`config.mk`:
```
export PLATFORM = sky130hd
export DESIGN_NAME = tcu_drl_mask_seq
export DESIGN_NICKNAME = d
export VERILOG_FILES = /design/src/rtl/VX_tcu_pkg.sv /design/src/rtl/tcu_drl_mask_therm.sv /design/src/rtl/tcu_drl_mask_seq.sv
export SDC_FILE = /design/constraint.sdc
export NUM_CORES = 1
export LEC_CHECK = 0
export ABC_AREA = 1
export CAP_MARGIN = 0
export CORE_ASPECT_RATIO = 1.4
export CORE_MARGIN = 4
export CORE_UTILIZATION = 43
export CTS_CLUSTER_DIAMETER = 30
export CTS_CLUSTER_SIZE = 20
export DETAILED_ROUTE_END_ITERATION = 8
export PLACE_DENSITY = 0.72
export SYNTH_ARGS = -nofsm -noshare
export SYNTH_HDL_FRONTEND = slang
export SYNTH_SLANG_ARGS = --single-unit
```
`constraint.sdc`:
```
create_clock -name clk -period 3.2 [get_ports clk]
set_input_delay 0.32 -clock clk [delete_from_list [all_inputs] [get_ports clk]]
set_output_delay 0.32 -clock clk [all_outputs]
set_load 0.05 [all_outputs]
```
`src/rtl/VX_tcu_pkg.sv`:
```
// Shared TCU definitions: format IDs, DRL step record and per-format step width.
// Used by tcu_drl_mask_seq (optional TCU_DRL_MASK_SEQ_PERF_EN counters live in the top).
package VX_tcu_pkg;

    localparam int         TCU_MAX_INPUTS = 8;
    localparam logic [2:0] TCU_FP32_ID    = 3'd0;
    localparam logic [2:0] TCU_FP16_ID    = 3'd1;
    localparam logic [2:0] TCU_BF16_ID    = 3'd2;
    localparam int         TCU_DRL_SW     = 16;

    typedef enum logic [0:0] {
        ST_IDLE = 1'b0,
        ST_RUN  = 1'b1
    } tcu_drl_state_e;

    typedef struct packed {
        logic [TCU_MAX_INPUTS-1:0] vld_mask;
        logic [2:0]                fmt;
        logic [TCU_DRL_SW-1:0]     step;
        logic                      first;
        logic                      last;
    } tcu_drl_step_t;

    // Elements consumed per step; 0 marks a format the datapath cannot process.
    function automatic int tcu_drl_eps(input logic [2:0] fmt, input int max_inputs);
        case (fmt)
            TCU_FP32_ID:              return max_inputs / 2;
            TCU_FP16_ID, TCU_BF16_ID: return max_inputs;
            default:                  return 0;
        endcase
    endfunction

endpackage

```
`src/rtl/tcu_drl_mask_therm.sv`:
```
// Combinational thermometer mask: n ones for FP16/BF16, 2n ones for FP32, zero otherwise.
// Sub-block of tcu_drl_mask_seq (TCU_DRL_MASK_SEQ_PERF_EN has no effect here).
module tcu_drl_mask_therm
    import VX_tcu_pkg::*;
#(
    parameter int MAX_INPUTS = TCU_MAX_INPUTS,
    parameter int NW         = $clog2(TCU_MAX_INPUTS) + 1
) (
    input  logic [NW-1:0]         n,
    input  logic [2:0]            fmt,
    output logic [MAX_INPUTS-1:0] mask
);

    logic [NW:0] lim_s;

    // Number of mask bits to set, then the thermometer itself
    always_comb begin
        case (fmt)
            TCU_FP32_ID:              lim_s = {n, 1'b0};
            TCU_FP16_ID, TCU_BF16_ID: lim_s = {1'b0, n};
            default:                  lim_s = '0;
        endcase
        mask = '0;
        for (int i = 0; i < MAX_INPUTS; i++) begin
            mask[i] = ((NW+1)'(i) < lim_s);
        end
    end

endmodule

```
`src/rtl/tcu_drl_mask_seq.sv`:
```
// Splits one dot-product request into datapath-width steps and emits a valid mask per step.
// Define TCU_DRL_MASK_SEQ_PERF_EN to add perf_steps/perf_stalls counters.
module tcu_drl_mask_seq
    import VX_tcu_pkg::*;
#(
    parameter int MAX_INPUTS = TCU_MAX_INPUTS,
    parameter int KW         = 16,
    parameter int SW         = KW
) (
    input  logic                  clk,
    input  logic                  reset_n,
    input  logic                  req_valid,
    output logic                  req_ready,
    input  logic [2:0]            req_fmt,
    input  logic [KW-1:0]         req_count,
    output logic                  out_valid,
    input  logic                  out_ready,
    output logic [MAX_INPUTS-1:0] out_vld_mask,
    output logic [2:0]            out_fmt,
    output logic [SW-1:0]         out_step,
    output logic                  out_first,
    output logic                  out_last
`ifdef TCU_DRL_MASK_SEQ_PERF_EN
    ,
    output logic [31:0]           perf_steps,
    output logic [31:0]           perf_stalls
`endif
);

    localparam int NW = $clog2(MAX_INPUTS) + 1;

    typedef struct packed {
        logic [MAX_INPUTS-1:0] vld_mask;
        logic [2:0]            fmt;
        logic [SW-1:0]         step;
        logic                  first;
        logic                  last;
    } step_t;

    tcu_drl_state_e        state_q, state_d;
    logic [KW-1:0]         rem_q, rem_d;
    step_t                 out_q, out_d;
    logic                  out_valid_q, out_valid_d;

    logic [2:0]            ld_fmt_s;
    logic [KW-1:0]         ld_rem_s;
    logic [KW-1:0]         ld_eps_s;
    logic [KW-1:0]         cur_eps_s;
    logic [NW-1:0]         ld_n_s;
    logic [MAX_INPUTS-1:0] ld_mask_s;
    logic                  ld_last_s;
    logic                  out_hs_s;

    assign req_ready = (state_q == ST_IDLE);
    assign out_hs_s  = out_valid_q && out_ready;

    // Remaining count and format of the step that would be loaded next
    always_comb begin
        cur_eps_s = KW'(tcu_drl_eps(out_q.fmt, MAX_INPUTS));
        if (state_q == ST_IDLE) begin
            ld_fmt_s = req_fmt;
            ld_rem_s = req_count;
        end else begin
            ld_fmt_s = out_q.fmt;
            ld_rem_s = rem_q - cur_eps_s;
        end
        ld_eps_s  = KW'(tcu_drl_eps(ld_fmt_s, MAX_INPUTS));
        ld_last_s = (ld_eps_s == '0) || (ld_rem_s <= ld_eps_s);
        if (ld_rem_s < ld_eps_s) begin
            ld_n_s = NW'(ld_rem_s);
        end else begin
            ld_n_s = NW'(ld_eps_s);
        end
    end

    tcu_drl_mask_therm #(
        .MAX_INPUTS (MAX_INPUTS),
        .NW         (NW)
    ) u_therm (
        .n    (ld_n_s),
        .fmt  (ld_fmt_s),
        .mask (ld_mask_s)
    );

    // Next-state and next-output decode
    always_comb begin
        state_d     = state_q;
        rem_d       = rem_q;
        out_d       = out_q;
        out_valid_d = out_valid_q;
        case (state_q)
            ST_IDLE: begin
                if (req_valid) begin
                    state_d     = ST_RUN;
                    rem_d       = ld_rem_s;
                    out_valid_d = 1'b1;
                    out_d       = '{vld_mask: ld_mask_s, fmt: ld_fmt_s, step: '0,
                                    first: 1'b1, last: ld_last_s};
                end else begin
                    out_valid_d = 1'b0;
                end
            end
            ST_RUN: begin
                // The last step never computes a successor, so rem cannot underflow
                if (out_hs_s && out_q.last) begin
                    state_d     = ST_IDLE;
                    out_valid_d = 1'b0;
                end else if (out_hs_s) begin
                    rem_d          = ld_rem_s;
                    out_d.vld_mask = ld_mask_s;
                    out_d.step     = out_q.step + {{(SW-1){1'b0}}, 1'b1};
                    out_d.first    = 1'b0;
                    out_d.last     = ld_last_s;
                end else begin
                    out_valid_d = out_valid_q;
                end
            end
            default: begin
                state_d     = ST_IDLE;
                out_valid_d = 1'b0;
            end
        endcase
    end

    // State, counters and output register
    always_ff @(posedge clk) begin
        if (!reset_n) begin
            state_q     <= ST_IDLE;
            rem_q       <= '0;
            out_q       <= '0;
            out_valid_q <= 1'b0;
        end else begin
            state_q     <= state_d;
            rem_q       <= rem_d;
            out_q       <= out_d;
            out_valid_q <= out_valid_d;
        end
    end

    assign out_valid    = out_valid_q;
    assign out_vld_mask = out_q.vld_mask;
    assign out_fmt      = out_q.fmt;
    assign out_step     = out_q.step;
    assign out_first    = out_q.first;
    assign out_last     = out_q.last;

`ifdef TCU_DRL_MASK_SEQ_PERF_EN
    logic [31:0] perf_steps_q, perf_steps_d;
    logic [31:0] perf_stalls_q, perf_stalls_d;

    // Handshake and stall counters, wrapping naturally at 2^32
    always_comb begin
        perf_steps_d  = perf_steps_q + (out_hs_s ? 32'd1 : 32'd0);
        perf_stalls_d = perf_stalls_q + ((out_valid_q && !out_ready) ? 32'd1 : 32'd0);
    end

    // Performance counter registers
    always_ff @(posedge clk) begin
        if (!reset_n) begin
            perf_steps_q  <= 32'd0;
            perf_stalls_q <= 32'd0;
        end else begin
            perf_steps_q  <= perf_steps_d;
            perf_stalls_q <= perf_stalls_d;
        end
    end

    assign perf_steps  = perf_steps_q;
    assign perf_stalls = perf_stalls_q;
`endif

endmodule

```
# After elaboration in Yosys (flattened, before gate mapping)
# Cells that the tools add are included.
# totals
regBits	47
input_bits	23
output_inout_bits	31
word_cells	61
# op_classes
n_addsub	2
order_cmp	10
eq_ne	8
muxes	22
bitwise_logic	1
reduce_logical	10
# ops
op	count
2-to-1 mux 16 bit	4
2-to-1 mux 18 bit	2
one-hot mux 18 bit (2 select lines)	1
one-hot mux 16 bit (2 select lines)	1
2-to-1 mux 29 bit	1
less-than comparator 3 x 5 -> 1 bit (first input constant)	4
adder 16 x 1 -> 16 bit (second input constant)	1
<= comparator 16 bit	1
zero test 16 bit	1
less-than comparator 16 bit	1
2-to-1 mux 8 bit	2
one-hot mux 4 bit (2 select lines)	2
one-hot mux 8 bit (2 select lines)	1
subtractor 16 bit	1
less-than comparator 1 x 5 -> 1 bit (first input constant)	2
less-than comparator 2 x 5 -> 1 bit (first input constant)	2
one-hot mux 5 bit (2 select lines)	1
equality test 3 x 1 -> 1 bit (second input constant)	2
equality test 3 x 2 -> 1 bit (second input constant)	2
zero test 3 bit	2
2-to-1 mux 4 bit	1
!= test 2 x 1 -> 1 bit (second input constant)	2
!= test 2 bit (second input constant)	2
one-hot mux 1 bit (2 select lines)	2
other kinds (8)	12

# Longest topological paths before layout
# depth
depth_word	12
ltp_mapped	23
mapped_depth_nobuf	23

# Hierarchy
# Synthesis repeated with hierarchy kept, for this count alone.
# hier_totals
cells_unflattened	428
area_unflattened_um2	2857.7
# modules_own_cells
mod	instances	cells_each	area_per_inst_um2	seq_area_each_um2
tcu_drl_mask_seq	1	395	2692.6	940.9
tcu_drl_mask_therm	1	33	165.2	0.0

# Worst setup path after synthesis
# OpenSTA, ideal clock, no wires.
# synth_timing
kind	reg-to-reg
from	register out_q (netlist bit out_fmt[1])
to	register out_q (netlist bit out_vld_mask[0])
arrival_time_ns	3.050
path_slack_ns	0.041
stages_incl_launch_ff	20
period_less_slack_ns	3.159
cell_sequence	dfxtp_1 -> inv_1 -> nand2_1 -> nor2_1 -> ha_1 -> inv_1 -> fa_1 -> nand2_1 -> nand2_1 -> ha_1 -> a21oi_1 -> inv_1 -> nor3_4 -> nand4_1 -> nand2_2 -> nand3_2 -> nor2_2 -> nand3_1 -> nand2_1 -> inv_1
# synth_via
elab_chain_cells	12
word_cells_on_any_way	21
classes_between	add/sub (1); order compare (2); eq/ne (4); mux (10); reduce/logical (4)
# synth_lines
element	line_no	rtl
start: declaration	tcu_drl_mask_seq.sv:42	step_t out_q, out_d;
start signal: assignment	tcu_drl_mask_seq.sv:135	out_q <= out_d;
equality test 3 x 1 -> 1 bit / equality test 3 x 2 -> 1 bit (equally long branches)	VX_tcu_pkg.sv:26	case (fmt)
OR reduction 2 bit	VX_tcu_pkg.sv:26	
one-hot mux 4 bit (2 select lines) (*)	VX_tcu_pkg.sv:26	
subtractor 16 bit (*)	tcu_drl_mask_seq.sv:65	ld_rem_s = rem_q - cur_eps_s;
2-to-1 mux 16 bit (*)	tcu_drl_mask_seq.sv:60	if (state_q == ST_IDLE) begin
via ld_rem_s[3]	tcu_drl_mask_seq.sv:46	logic [KW-1:0] ld_rem_s;
less-than comparator 16 bit	tcu_drl_mask_seq.sv:69	if (ld_rem_s < ld_eps_s) begin
2-to-1 mux 4 bit (*)	tcu_drl_mask_seq.sv:69	
one-hot mux 5 bit (2 select lines) (*)	tcu_drl_mask_therm.sv:18	case (fmt)
less-than comparator 1 x 5 -> 1 bit (*)	tcu_drl_mask_therm.sv:25	mask[i] = ((NW+1)'(i) < lim_s);
2-to-1 mux 8 bit	tcu_drl_mask_seq.sv:108	end else if (out_hs_s) begin
2-to-1 mux 8 bit	tcu_drl_mask_seq.sv:105	if (out_hs_s && out_q.last) begin
one-hot mux 8 bit (2 select lines) (*)	tcu_drl_mask_seq.sv:91	case (state_q)
# The timed path passes the listed nets; every way through them passes the cells marked *. The select of a mux whose other input is x is not followed.
# A chain may end at the register's enable or synchronous reset.

# Final worst setup path
# layout_timing
from	register out_q (netlist bit out_fmt[0])
to	register out_q (netlist bit out_vld_mask[0])
# layout_via
elab_chain_cells	12
word_cells_on_any_way	21
classes_between	add/sub (1); order compare (2); eq/ne (4); mux (10); reduce/logical (4)
# layout_lines
element	line_no
equality test 3 x 1 -> 1 bit / equality test 3 x 2 -> 1 bit (equally long branches)	VX_tcu_pkg.sv:26
OR reduction 2 bit	VX_tcu_pkg.sv:26
one-hot mux 4 bit (2 select lines)	VX_tcu_pkg.sv:26
subtractor 16 bit	tcu_drl_mask_seq.sv:65
2-to-1 mux 16 bit	tcu_drl_mask_seq.sv:60
less-than comparator 16 bit	tcu_drl_mask_seq.sv:69
2-to-1 mux 4 bit	tcu_drl_mask_seq.sv:69
one-hot mux 5 bit (2 select lines) (*)	tcu_drl_mask_therm.sv:18
less-than comparator 1 x 5 -> 1 bit (*)	tcu_drl_mask_therm.sv:25
2-to-1 mux 8 bit	tcu_drl_mask_seq.sv:108
2-to-1 mux 8 bit	tcu_drl_mask_seq.sv:105
one-hot mux 8 bit (2 select lines) (*)	tcu_drl_mask_seq.sv:91
# Mark *: on every way between the ends. The rest lies on a longest branch, timed or not. The select of a mux whose other input is x is not followed.

==> out/qor.csv <==
metric;value;unit
status;finished clean;
total global routing track utilization;0.175;
Clock Tree Buf Depth;2;
row cnt;35;
Pwr Total;1.68;mW
FFs w/ async S/R, synth;0;
Leak;1.56;nW
Worst-Skew Late Latency;0.30;ns
clock slew at the register clock pins of the worst setup and hold paths;0.10;ns
minimum clock period;2.98;ns
CP required;3.45;ns
Mean Syn Cell Area;6.63;sq um
Final Wtd Congestion;0.856;
Buf/Inv on CP;4;
I/O Buffers;53;
Synth top area share;0.325;
CP Cell Sequence;inv_1 > nand2_1 > nor2_1 > ha_1 > inv_1 > fa_1 > inv_1 > nand2_1 > nor2_2 > nand3_1 > nand2_1 > nand3_1 > nand2_1 > nand2_1 > nor2_4 > nand2_1 > nor2_4 > nand3_1 > and2_1 > nand3_1 > nand2_1 > inv_1;
Worst Max-Slew Pin Slew;0.539;ns
hold_ws;0.476;ns
# setup viols final;0;
Root Driver;clkbuf_8;
die footprint;0.00812;sq mm
Vert. Die Dim;105;microns
Seq/Total Area, Yosys;0.325;
hold_buf cts;0;
Arr. time, crit path;3.23;ns
initial antenna violation count;0;
most instantiated library cell after synthesis;nand2_1;
# Max-Cap Violations;0;
Inserted Clock Buffers;5;
final worst setup slack;0.217;ns
drt first pass iters;4;
Sink Count;47;
Synth top cells by count;nand2_1, inv_1, dfxtp_1;
gr ovfl total;0;
via count of the first global-routing pass;2742;
critical path's slowest cell;fa_1;
Setup crit end kind;flop;
Final ANT Viol Nets;0;
Peak VDD IR;0.205;mV
synth unique cells;39;
top cells by area, synth;dfxtp_1, nand2_1, inv_1;
Largest stage delay, worst path;0.39;ns
Place WS;0.221;ns
Diodes inserted;0;
Top FF cell, synth;dfxtp_1;
Final Instance Area;0.00362;sq mm
Synth Cell Area;0.00289;sq mm
Post-Route Setup TNS;0;ns
CORE AREA;0.00657;sq mm
DIE WIDTH;77.3;microns
Post-layout nets;517;
synthesized net count;465;
worst-path maximum fanout;4;
cell accounting for the most synthesized area;dfxtp_1;
CTS tree;built;
worst hold path type;flop to flop;
DRC Markers;0;
EDFF count, synth;0;
Yosys reg bits;47;
synthesis-to-finish area growth;25.3;%
layout cells sized above 1;0.135;
DR vias;2934;
Iter 0 DRT Violations;109;
yosys warns;0;
dpl cell area;0.00350;sq mm
most used cell, CP;nand2_1;
final hold vios;0;
Syn Inst Count;436;
critical path startpoint category;flop;
CP delay by family, top;simple AND/OR/NAND/NOR gates;
PwrDens;463;mW/mm^2
Vias/cell;5.21;
max-slew violation count;0;
Setup CP Type;flop to flop;
Post-DP HPWL;5.49;mm
# IOs;54;
Slew HR;0.639;
first-pass GRT wire length;11.8;mm
largest net degree at the start of global routing;32;
clock skew;0.0137;ns
crit share post-route;0.932;
htree depth;2;
Initial Util;0.440;
total wire length;7.16;mm
fmax;0.335;GHz
WL/cell;12.7;microns
==> worst reg2reg max path: stages, from the launching register on <==
cell	delay, ns
dfxtp_2	0.34
inv_1	0.08
nand2_1	0.09
nor2_1	0.11
ha_1	0.15
inv_1	0.06
fa_1	0.39
inv_1	0.13
nand2_1	0.10
nor2_2	0.13
nand3_1	0.12
nand2_1	0.08
nand3_1	0.07
nand2_1	0.07
nand2_1	0.12
nor2_4	0.16
nand2_1	0.10
nor2_4	0.12
nand3_1	0.14
and2_1	0.20
nand3_1	0.07
nand2_1	0.05
inv_1	0.04
==> cell families (layout without fill, tap and decap cells) <==
kind of cell             after synthesis  in the layout  share of synthesized area
flip-flops                            47             47                      0.325
adder cells (fa/ha/maj)                6              6                     0.0286
AO/OA/AOI/OAI                         78             78                      0.146
AND/OR/NAND/NOR                      229            229                      0.395
XOR/XNOR                               1              1                    0.00303
buffers and inverters                 75            128                      0.102
==> through the flow <==
| stage | utilization | instances |
|---|---|---|
| after floorplan | - | 436 |
| after global placement | 0.533 | 555 |
| after detailed placement | 0.533 | 555 |
| after CTS | 0.546 | 563 |
| after global routing | 0.551 | 563 |
| final | 0.551 | 563 |
==> final cells by class <==
cell class / instances / area, sq um
Clock buffer: 5 / 68.8
Sequential cell: 47 / 943
Inverter: 60 / 228
Clock inverter: 3 / 18.8
Tap cell: 74 / 92.6
Fill cell: 678 / 2950
Multi-Input combinational cell: 314 / 1690
Timing Repair Buffer: 60 / 583
==> layer usage <==
metal  track usage  wire length [microns]  part of all wire
met5             0                      0                 0
met4        0.0814                    182             0.025
met1         0.193                   2960              0.41
met3        0.0224                    286             0.040
met2         0.323                   3730              0.52
==> report_power, final <==
part           internal (mW)  switching (mW)  total, mW  leakage, nW
sequential             0.631          0.0470      0.678        0.386
clock                  0.154           0.205      0.359       0.0483
combinational          0.225           0.414      0.639         1.13
total                   1.01           0.666       1.68         1.56
==> cells in the final DEF (no fill, tap or decap), types with 3 or more instances in the layout <==
cell type / n
nor3_1: 5
nand3_2: 3
inv_2: 4
ha_1: 4
o21ai_0: 33
nor2_4: 10
nor2_1: 30
dfxtp_1: 45
nand4_1: 7
buf_4: 7
a21oi_1: 31
o211ai_1: 3
or2_2: 11
nand3_1: 42
nor3b_1: 4
nand2_1: 95
nor2_2: 6
inv_1: 55
clkdlybuf4s50_1: 53
nand2_2: 9
clkbuf_8: 5
==> final timing paths <==
kind	startpoint	endpoint	slack, ns	depth (start not counted)
hold / removal	out_vld_mask[5]$_SDFFE_PN0P_	out_vld_mask[5]$_SDFFE_PN0P_	0.48	2
setup reg to reg	out_fmt[0]$_SDFFE_PN0P_	out_vld_mask[0]$_SDFFE_PN0P_	0.22	22
setup / recovery	out_fmt[0]$_SDFFE_PN0P_	out_vld_mask[0]$_SDFFE_PN0P_	0.22	22
hold reg to reg	out_vld_mask[5]$_SDFFE_PN0P_	out_vld_mask[5]$_SDFFE_PN0P_	0.48	2
==> repair_timing <==
action	4_1_cts	5_1_grt
resized for setup	0	10
endpoints found under the hold margin	0	0
setup endpoints to repair	0	7
buffers inserted	0	0
==> state kept, by name, summed over array words and instances (netlist names) <==
register,count
out_vld_mask,8
out_step,16
state_q,1
out_first,1
out_fmt,3
out_valid,1
out_last,1
rem_q,16
Note: power is estimated with default switching activity, not from simulation.
